===== src/rtl/seq_detect_ctrl.sv =====
// rtl/seq_detect_ctrl.sv - serial 5-bit pattern detector fed by a byte stream, with match counter and irq hold
module seq_detect_ctrl (
    input  logic       clk,
    input  logic       reset,
    input  logic       cfg_we,
    input  logic [4:0] cfg_pattern,
    input  logic       cfg_overlap,
    input  logic [7:0] cfg_threshold,
    input  logic       start,
    input  logic       stop,
    input  logic       irq_clr,
    input  logic       byte_valid,
    input  logic [7:0] byte_data,
    output logic       byte_ready,
    output logic       seq_detected,
    output logic [7:0] match_count,
    output logic       irq,
    output logic       busy
);

    typedef enum logic [1:0] {IDLE, ARMED, SHIFT, HOLD} state_t;

    state_t     state_q, state_d;
    logic [4:0] pat_q, pat_d;
    logic       overlap_q, overlap_d;
    logic [7:0] thresh_q, thresh_d;
    logic [4:0] hist_q, hist_d;
    logic [2:0] len_q, len_d;
    logic [2:0] idx_q, idx_d;
    logic [7:0] byte_q, byte_d;
    logic [7:0] count_q, count_d;
    logic       seq_q, seq_d;

    logic [4:0] hist_sh;
    logic [2:0] len_sh;
    logic       hit;
    logic [7:0] count_inc;

    always_ff @(posedge clk) begin
        if (reset) begin
            state_q   <= IDLE;
            pat_q     <= 5'b10011;
            overlap_q <= 1'b1;
            thresh_q  <= 8'd0;
            hist_q    <= 5'd0;
            len_q     <= 3'd0;
            idx_q     <= 3'd0;
            byte_q    <= 8'd0;
            count_q   <= 8'd0;
            seq_q     <= 1'b0;
        end else begin
            state_q   <= state_d;
            pat_q     <= pat_d;
            overlap_q <= overlap_d;
            thresh_q  <= thresh_d;
            hist_q    <= hist_d;
            len_q     <= len_d;
            idx_q     <= idx_d;
            byte_q    <= byte_d;
            count_q   <= count_d;
            seq_q     <= seq_d;
        end
    end

    // Candidate shift result; only committed while in SHIFT without stop.
    always_comb begin
        hist_sh   = {hist_q[3:0], byte_q[idx_q]};
        len_sh    = (len_q == 3'd5) ? 3'd5 : len_q + 3'd1;
        hit       = (len_sh == 3'd5) && (hist_sh == pat_q);
        count_inc = (count_q == 8'hFF) ? count_q : count_q + 8'd1;
    end

    always_comb begin
        state_d   = state_q;
        pat_d     = pat_q;
        overlap_d = overlap_q;
        thresh_d  = thresh_q;
        hist_d    = hist_q;
        len_d     = len_q;
        idx_d     = idx_q;
        byte_d    = byte_q;
        count_d   = count_q;
        seq_d     = 1'b0;
        case (state_q)
            IDLE: begin
                if (cfg_we) begin
                    pat_d     = cfg_pattern;
                    overlap_d = cfg_overlap;
                    thresh_d  = cfg_threshold;
                end
                if (start && !stop) begin
                    state_d = ARMED;
                    hist_d  = 5'd0;
                    len_d   = 3'd0;
                    idx_d   = 3'd0;
                    count_d = 8'd0;
                end
            end
            ARMED: begin
                if (stop) begin
                    state_d = IDLE;
                end else if (byte_valid) begin
                    byte_d  = byte_data;
                    idx_d   = 3'd7;
                    state_d = SHIFT;
                end
            end
            SHIFT: begin
                if (stop) begin
                    state_d = IDLE;
                end else begin
                    hist_d = hist_sh;
                    len_d  = (hit && !overlap_q) ? 3'd0 : len_sh;
                    idx_d  = (idx_q == 3'd0) ? 3'd0 : idx_q - 3'd1;
                    if (hit) begin
                        seq_d   = 1'b1;
                        count_d = count_inc;
                    end
                    // Threshold hit abandons the rest of the byte.
                    if (hit && (thresh_q != 8'd0) && (count_inc == thresh_q))
                        state_d = HOLD;
                    else if (idx_q == 3'd0)
                        state_d = ARMED;
                end
            end
            HOLD: begin
                if (stop) begin
                    state_d = IDLE;
                end else if (irq_clr) begin
                    state_d = ARMED;
                    count_d = 8'd0;
                    len_d   = 3'd0;
                end
            end
            default: state_d = IDLE;
        endcase
    end

    assign byte_ready   = (state_q == ARMED);
    assign irq          = (state_q == HOLD);
    assign busy         = (state_q != IDLE);
    assign seq_detected = seq_q;
    assign match_count  = count_q;

endmodule


===== config.mk =====
export PLATFORM = sky130hd
export DESIGN_NAME = seq_detect_ctrl
export DESIGN_NICKNAME = d
export VERILOG_FILES = /design/src/rtl/seq_detect_ctrl.sv
export SDC_FILE = /design/constraint.sdc
export NUM_CORES = 1
export LEC_CHECK = 0
export CORE_UTILIZATION = 57
export DETAILED_ROUTE_END_ITERATION = 6
export GPL_TIMING_DRIVEN = 0
export PLACE_DENSITY = 0.93
export SETUP_SLACK_MARGIN = 0.5
export SLEW_MARGIN = 25
export SYNTH_ARGS = -nofsm -noshare
export SYNTH_HDL_FRONTEND = slang
export SYNTH_SLANG_ARGS = --single-unit

===== constraint.sdc =====
create_clock -name clk -period 3.5 [get_ports clk]
set_clock_uncertainty 0.05 [all_clocks]
set_input_delay 0.7 -clock clk [delete_from_list [all_inputs] [get_ports clk]]
set_output_delay 0.7 -clock clk [all_outputs]
set_load 0.01 [all_outputs]

==> results_dict.tcl, run 1 <==
set metrics [dict create \
    dp_hpwl_mm 4.135 \
    die_w_um 66.82 \
    grt_pass1_wl_mm 8.956 \
    insertion_delay_ps 310 \
    ios 41 \
    r2r_end "state_q[0]$_SDFFE_PP0P_" \
    start_kind "flop" \
    core_sq_mm 0.004029 \
    start_util_pct 59.44 \
    fin_setup_tns_ps 0 \
    viasPerCell 5.868 \
    dr.pass1.iters 4 \
    grt_max_degree 15 \
    route.detailed.drc 0 \
    vias 2265 \
    clock_sinks 43 \
    async_flop_share_pct 0 \
    switching_share_pct 29.73 \
    final_cell_mix "nand2_1, dfxtp_1, clkdlybuf4s50_1" \
    slew_headroom_pct 56.55 \
    synth_seq_cells 43 \
    p_int_uw 889.9 \
    finalPower_mw 1.266 \
    whs_path_depth 2 \
    clkTransAtPathRegs_ps 90 \
    synth_top_family_by_area "simple AND/OR/NAND/NOR gates" \
    min_period_over_period_pct 80.59 \
    p_switching_uw 376.5 \
    max_freq_mhz 354.5 \
    rrSetupSlack_ps 680 \
    yosysTopAreaCellShare_pct 35.95 \
    ys_warn_count 0 \
    drive_gt1_share_pct 6.845 \
    reg2reg_depth 9 \
    cts_tree "built" \
    areaGrowthSynthToFinish_pct 23.98 \
    power.density_mw_per_mm2 426.5 \
    worstMarginPinSlew_ps 651.7 \
    first_iter_violations 142 \
    required_ps 3650 \
    post_cts_resized 0 \
    gp_congestion 0.8164 \
    synthMuxAreaShare_pct 7.315 \
    syn_inst 289 \
    arrival_ps 2970 \
    fill_cells 308 \
    worst_slack_ps 679.5 \
    diodes 0 \
    maxSlewViolCount 0 \
    grt_overflow 0 \
    cts-root-buf "clkbuf_8" \
    yosysSeqAreaShare_pct 35.95 \
    ys.flop_type "dfxtp_1" \
    drv_cap 0 \
    status "finished clean" \
    p_clk_share_pct 33.0 \
    rsz0062_at_grt "no" \
    antenna_found_initial 0 \
    leakage_nw 1.172 \
    route.final.wire_length_mm 5.489 \
    port_buffers 39 \
    postRouteAntennaNets 0 \
    cp-end-kind "flop" \
    cp-startpoint "match_count[0]$_SDFFE_PP0P_" \
    first_global_vias 2055 \
    critPathCapture "state_q[0]$_SDFFE_PP0P_" \
    cp_max_fo 8 \
    seqPwrFrac_pct 43.0 \
    synthTopCellsByArea "dfxtp_1, nand2_1, a21oi_1" \
    synth_area_per_cell_sq_um 8.286 \
    synth_xor_area_share_pct 4.389 \
    synth_top_cell_by_area "dfxtp_1" \
    crit_type "flop to flop" \
    cts_inserted_buffers 5 \
    synth-edff-count 0 \
    wl_per_cell_um 14.22 \
    synth_compound_area_share_pct 19.49 \
    hold_slack_ps 434.9 \
    ys_types 50 \
    pwr-share-comb_pct 24.1 \
    hold_class "flop to flop" \
    synth_nets 326 \
    clock_path_buffers 2 \
    worstReg2RegStart "match_count[0]$_SDFFE_PP0P_" \
    dpl_worst_slack_ps 491.0 \
    cts_setup_buffers 0 \
    synthAdderAreaFrac_pct 4.180 \
    fin_crit_ps 2820 \
    grt_use_total_pct 27.20 \
    ctsHtreeMaxLevel 2 \
    dieArea_sq_mm 0.004465 \
    rows 23 \
    synth_area_sq_mm 0.002395 \
    ir_drop_mv 0.2935 \
    fp.dieH_um 66.82 \
    hold_violations 0 \
    ctsHoldBuffers 0 \
    setup_violations 0 \
    yosys.area_share.simple_pct 24.40 \
    fin_nets 372 \
]
[power groups by stage]
stage / registers, mW / clock network [mW] / logic [mW]
2_1_floorplan: 0.547 / 0 / 0.209
3_3_place_gp: 0.553 / 0 / 0.291
3_5_place_dp: 0.555 / 0 / 0.302
4_1_cts: 0.543 / 0.421 / 0.303
5_1_grt: 0.548 / 0.437 / 0.334
6_report: 0.544 / 0.417 / 0.305
[per-stage QoR]
step | utilization, % | cell area [sq um] | cells
global placement | 70.68 | 2848 | 378
finish | 73.70 | 2969 | 386
detailed placement | 70.68 | 2848 | 378
floorplan | - | 2395 | 289
global route | 73.70 | 2969 | 386
CTS | 73.70 | 2969 | 386
[logic make-up (layout without fill, tap and decap cells)]
group	after synthesis	after routing
and+or+nand+nor	117	117
AOI/OAI and AO/OA	70	70
DFF	43	43
buffers and inverters	25	72
muxes	14	14
xor gates and xnor gates	12	12
adders and majority gates	8	8
[cells in the mapped netlist, drive strengths merged, types with 3 or more instances]
| cell type | count |
|---|---|
| nor2 | 24 |
| clkbuf | 13 |
| mux2i | 10 |
| o21a | 3 |
| o211ai | 3 |
| nand2b | 7 |
| a31oi | 4 |
| nand2 | 43 |
| nor2b | 5 |
| nand3 | 3 |
| a21o | 3 |
| a21oi | 26 |
| ha | 8 |
| a22oi | 4 |
| and3 | 4 |
| o21ai | 10 |
| inv | 8 |
| buf | 4 |
| a211oi | 8 |
| xnor2 | 8 |
| dfxtp | 43 |
| xor2 | 4 |
| nand4 | 4 |
| a21bo | 3 |
| nand3b | 5 |
| nor3 | 5 |
| and4 | 3 |
[critical path, cell delays in order, from the launching register on]
cell and delay [ps]:
dfxtp_1 370, ha_1 220, clkbuf_1 180, and4_1 250
and2_1 160, o311ai_0 550, a22oi_1 180, a41o_1 300
nand2_1 100, mux2_2 340
[worst min path at each step]
stage / start / endpoint / slack (ps)
floorplan: overlap_q$_SDFFE_PP1P_ / overlap_q$_SDFFE_PP1P_ / 390
global placement: pat_q[3]$_SDFFE_PP0P_ / pat_q[3]$_SDFFE_PP0P_ / 410
detailed placement: pat_q[2]$_SDFFE_PP0P_ / pat_q[2]$_SDFFE_PP0P_ / 420
CTS: pat_q[2]$_SDFFE_PP0P_ / pat_q[2]$_SDFFE_PP0P_ / 440
global route: overlap_q$_SDFFE_PP1P_ / overlap_q$_SDFFE_PP1P_ / 460
finish: pat_q[4]$_SDFFE_PP1P_ / pat_q[4]$_SDFFE_PP1P_ / 430
[final cells by class]
class / instances / area, sq um / share of cell area, %
Buffer: 17 / 72.57 / 2.444
Clock buffer: 6 / 82.58 / 2.781
Clock inverter: 2 / 38.79 / 1.306
Inverter: 8 / 30.03 / 1.011
Multi-Input combinational cell: 221 / 1431 / 48.21
Sequential cell: 43 / 860.8 / 28.99
Tap cell: 50 / 62.56 / 2.107
Timing Repair Buffer: 39 / 390.4 / 13.15
[sequential cells by signal (all words and copies together), names as in the netlist]
name / flops
match_count: 8
byte_q: 8
seq_detected: 1
overlap_q: 1
hist_q: 4
state_q: 2
len_q: 3
thresh_q: 8
idx_q: 3
pat_q: 5
[layer usage]
| metal | share of wire [%] | wire length, um | GRT usage [%] |
|---|---|---|---|
| met2 | 51 | 2786 | 46.59 |
| met3 | 3.6 | 199 | 7.192 |
| met1 | 43 | 2368 | 30.99 |
| met4 | 2.4 | 133 | 13.03 |
| met5 | 0 | 0 | 0 |
No activity file was read; power rests on OpenSTA's default activity.
==> run 2, diff against run 1 <==
--- a/config.mk
+++ b/config.mk
@@ -5,10 +5,10 @@
 export SDC_FILE = /design/constraint.sdc
 export NUM_CORES = 1
 export LEC_CHECK = 0
-export CORE_UTILIZATION = 57
+export CORE_UTILIZATION = 53
 export DETAILED_ROUTE_END_ITERATION = 6
 export GPL_TIMING_DRIVEN = 0
-export PLACE_DENSITY = 0.93
+export PLACE_DENSITY = 0.88
 export SETUP_SLACK_MARGIN = 0.5
 export SLEW_MARGIN = 25
 export SYNTH_ARGS = -nofsm -noshare
==> constraint.sdc (replaced) <==
create_clock -name clk -period 2.9 [get_ports clk]
set_clock_uncertainty 0.05 [all_clocks]
set_input_delay 0.58 -clock clk [delete_from_list [all_inputs] [get_ports clk]]
set_output_delay 0.58 -clock clk [all_outputs]
set_load 0.01 [all_outputs]
==> run 2 against run 1 <==
The flow now finishes with violations (DRC). Final cell count increased by 1.8%. Power increased by 28%. Design area increased by 5.4%. Clock power increased by 34%.
==> results_dict.tcl, run 2 (synthesis gave the netlist of run 1 again) <==
set metrics [dict create \
    route.detailed.drc 1 \
    leakage_nw 1.214 \
    slew_headroom_pct 58.78 \
    met1_usage_pct 28.68 \
    layout_commonest_cell "nand2_1" \
    setup_violations 0 \
    die_w_um 69.22 \
    max_freq_mhz 412.7 \
    antenna_found_initial 0 \
    seqPwrFrac_pct 40.6 \
    core_sq_mm 0.004354 \
    worst_slack_ps 477.1 \
    diodes 0 \
    fin_setup_tns_ps 0 \
    clkTransAtPathRegs_ps 90 \
    rows 24 \
    first_global_vias 2206 \
    pwr-share-comb_pct 25.1 \
    wl_per_cell_um 15.96 \
    ios 41 \
    arrival_ps 2560 \
    final_area_sq_mm 0.003129 \
    dr.pass1.iters 7 \
    p_clk_share_pct 34.4 \
    status "complete, but fails checks" \
    grtUsageMet2_pct 43.47 \
    dieArea_sq_mm 0.004791 \
    grt_use_total_pct 24.39 \
    switching_share_pct 29.01 \
    port_buffers 39 \
    ctsHtreeMaxLevel 2 \
    p_switching_uw 471.8 \
    p_int_mw 1.155 \
    start_kind "flop" \
    finalPower_mw 1.626 \
    clock_sinks 43 \
    drive_gt1_share_pct 16.42 \
    grt_overflow 0 \
    cts_tree "built" \
    busiest_layer "met2" \
    dp_hpwl_mm 3.986 \
    insertion_delay_ps 300 \
    ctsHoldBuffers 0 \
    maxSlewViolCount 0 \
    min_period_over_period_pct 83.55 \
    required_ps 3040 \
    gp_congestion 0.8268 \
    fin_crit_ps 2423 \
    cp_max_fo 8 \
    dpl_cell_area_sq_mm 0.002850 \
    violations "DRC" \
    route.final.wire_length_mm 6.274 \
    fin_nets 377 \
    cts-root-buf "clkbuf_8" \
    cts_inserted_buffers 5 \
    postRouteAntennaNets 0 \
    hold_slack_ps 425.1 \
    crit_type "flop to flop" \
    power.density_mw_per_mm2 519.7 \
    clock_path_buffers 2 \
    hold_class "flop to flop" \
    first_iter_violations 160 \
    areaGrowthSynthToFinish_pct 30.67 \
    dpl_worst_slack_ps 62.11 \
    grt_pass1_wl_mm 9.549 \
    drv_cap 0 \
    fp.dieH_um 69.22 \
    viasPerCell 6.008 \
    ir_drop_mv 0.3919 \
    hold_violations 0 \
    grt_use_met3_pct 4.506 \
    vias 2361 \
    cp-end-kind "flop" \
    worstMarginPinSlew_ps 618.3 \
    final_cell_mix "nand2_1, clkdlybuf4s50_1, dfxtp_1" \
    grt_max_degree 14 \
    rsz0062_at_grt "yes" \
    start_util_pct 55.00 \
]
[run 2: cell types whose count changed in the layout (fill, tap and decap cells not counted), moves of 2 or more]
cell,previous run,this run
clkbuf_2,0,3
mux4_1,2,0
clkbuf_1,13,9
dfxtp_1,43,37
buf_4,0,6
mux4_2,0,2
dfxtp_4,0,2
a21oi_1,26,24
dfxtp_2,0,4
a21oi_2,0,2
[run 2: area by class of cell]
type | instances | area, sq um
clock inverter | 2 | 60.06
buffer | 17 | 83.83
tap | 52 | 65.06
multi-input combinational | 221 | 1516
fill | 341 | 1225
clock buffer | 6 | 72.57
inverter | 8 | 30.03
timing repair buffer | 44 | 427.9
sequential | 43 | 873.3
[run 2: layer usage]
layer,routed length [um],vias to the layer above
li1,-,1123
met4,108,0
met1,2569,1134
met2,3285,89
met5,0,-
met3,310,15
[run 2: path summary, 6_finish.rpt]
path | from | endpoint | slack, ps | cells after the start
worst max-delay path | match_count[0]$_SDFFE_PP0P_ | state_q[0]$_SDFFE_PP0P_ | 480 | 9
worst min-delay path | pat_q[2]$_SDFFE_PP0P_ | pat_q[2]$_SDFFE_PP0P_ | 430 | 2
worst max register to register | match_count[0]$_SDFFE_PP0P_ | state_q[0]$_SDFFE_PP0P_ | 480 | 9
worst min register to register | pat_q[2]$_SDFFE_PP0P_ | pat_q[2]$_SDFFE_PP0P_ | 430 | 2
[run 2: timing repair]
item	CTS	global route
hold endpoints to repair	0	0
cloned	0	0
pin swaps	1	8
setup buffers	1	4
endpoints found under the setup margin	13	13
gates resized for setup	12	28
[run 2: power groups by stage]
| stage | combinational (mW) | clock, mW | sequential [mW] |
|---|---|---|---|
| finish | 0.408 | 0.559 | 0.660 |
| CTS | 0.370 | 0.559 | 0.656 |
| detailed placement | 0.360 | 0 | 0.670 |
| global route | 0.441 | 0.582 | 0.663 |
| floorplan | 0.252 | 0 | 0.660 |
| global placement | 0.352 | 0 | 0.668 |
[run 2: worst max-delay path, cell delays in order (launching register included)]
cell and delay, ps:
dfxtp_4 360, ha_1 180, buf_4 160, and4_1 210, and2_1 180, o311ai_2 300, a22oi_1 160, a41o_1 300
nand2_2 80, mux2_2 320
[run 2: through the flow]
stage / instances / util [%]
5_1_grt: 393 / 71.87
3_3_place_gp: 380 / 65.46
2_1_floorplan: 289 / -
3_5_place_dp: 380 / 65.46
6_report: 393 / 71.87
4_1_cts: 389 / 69.25
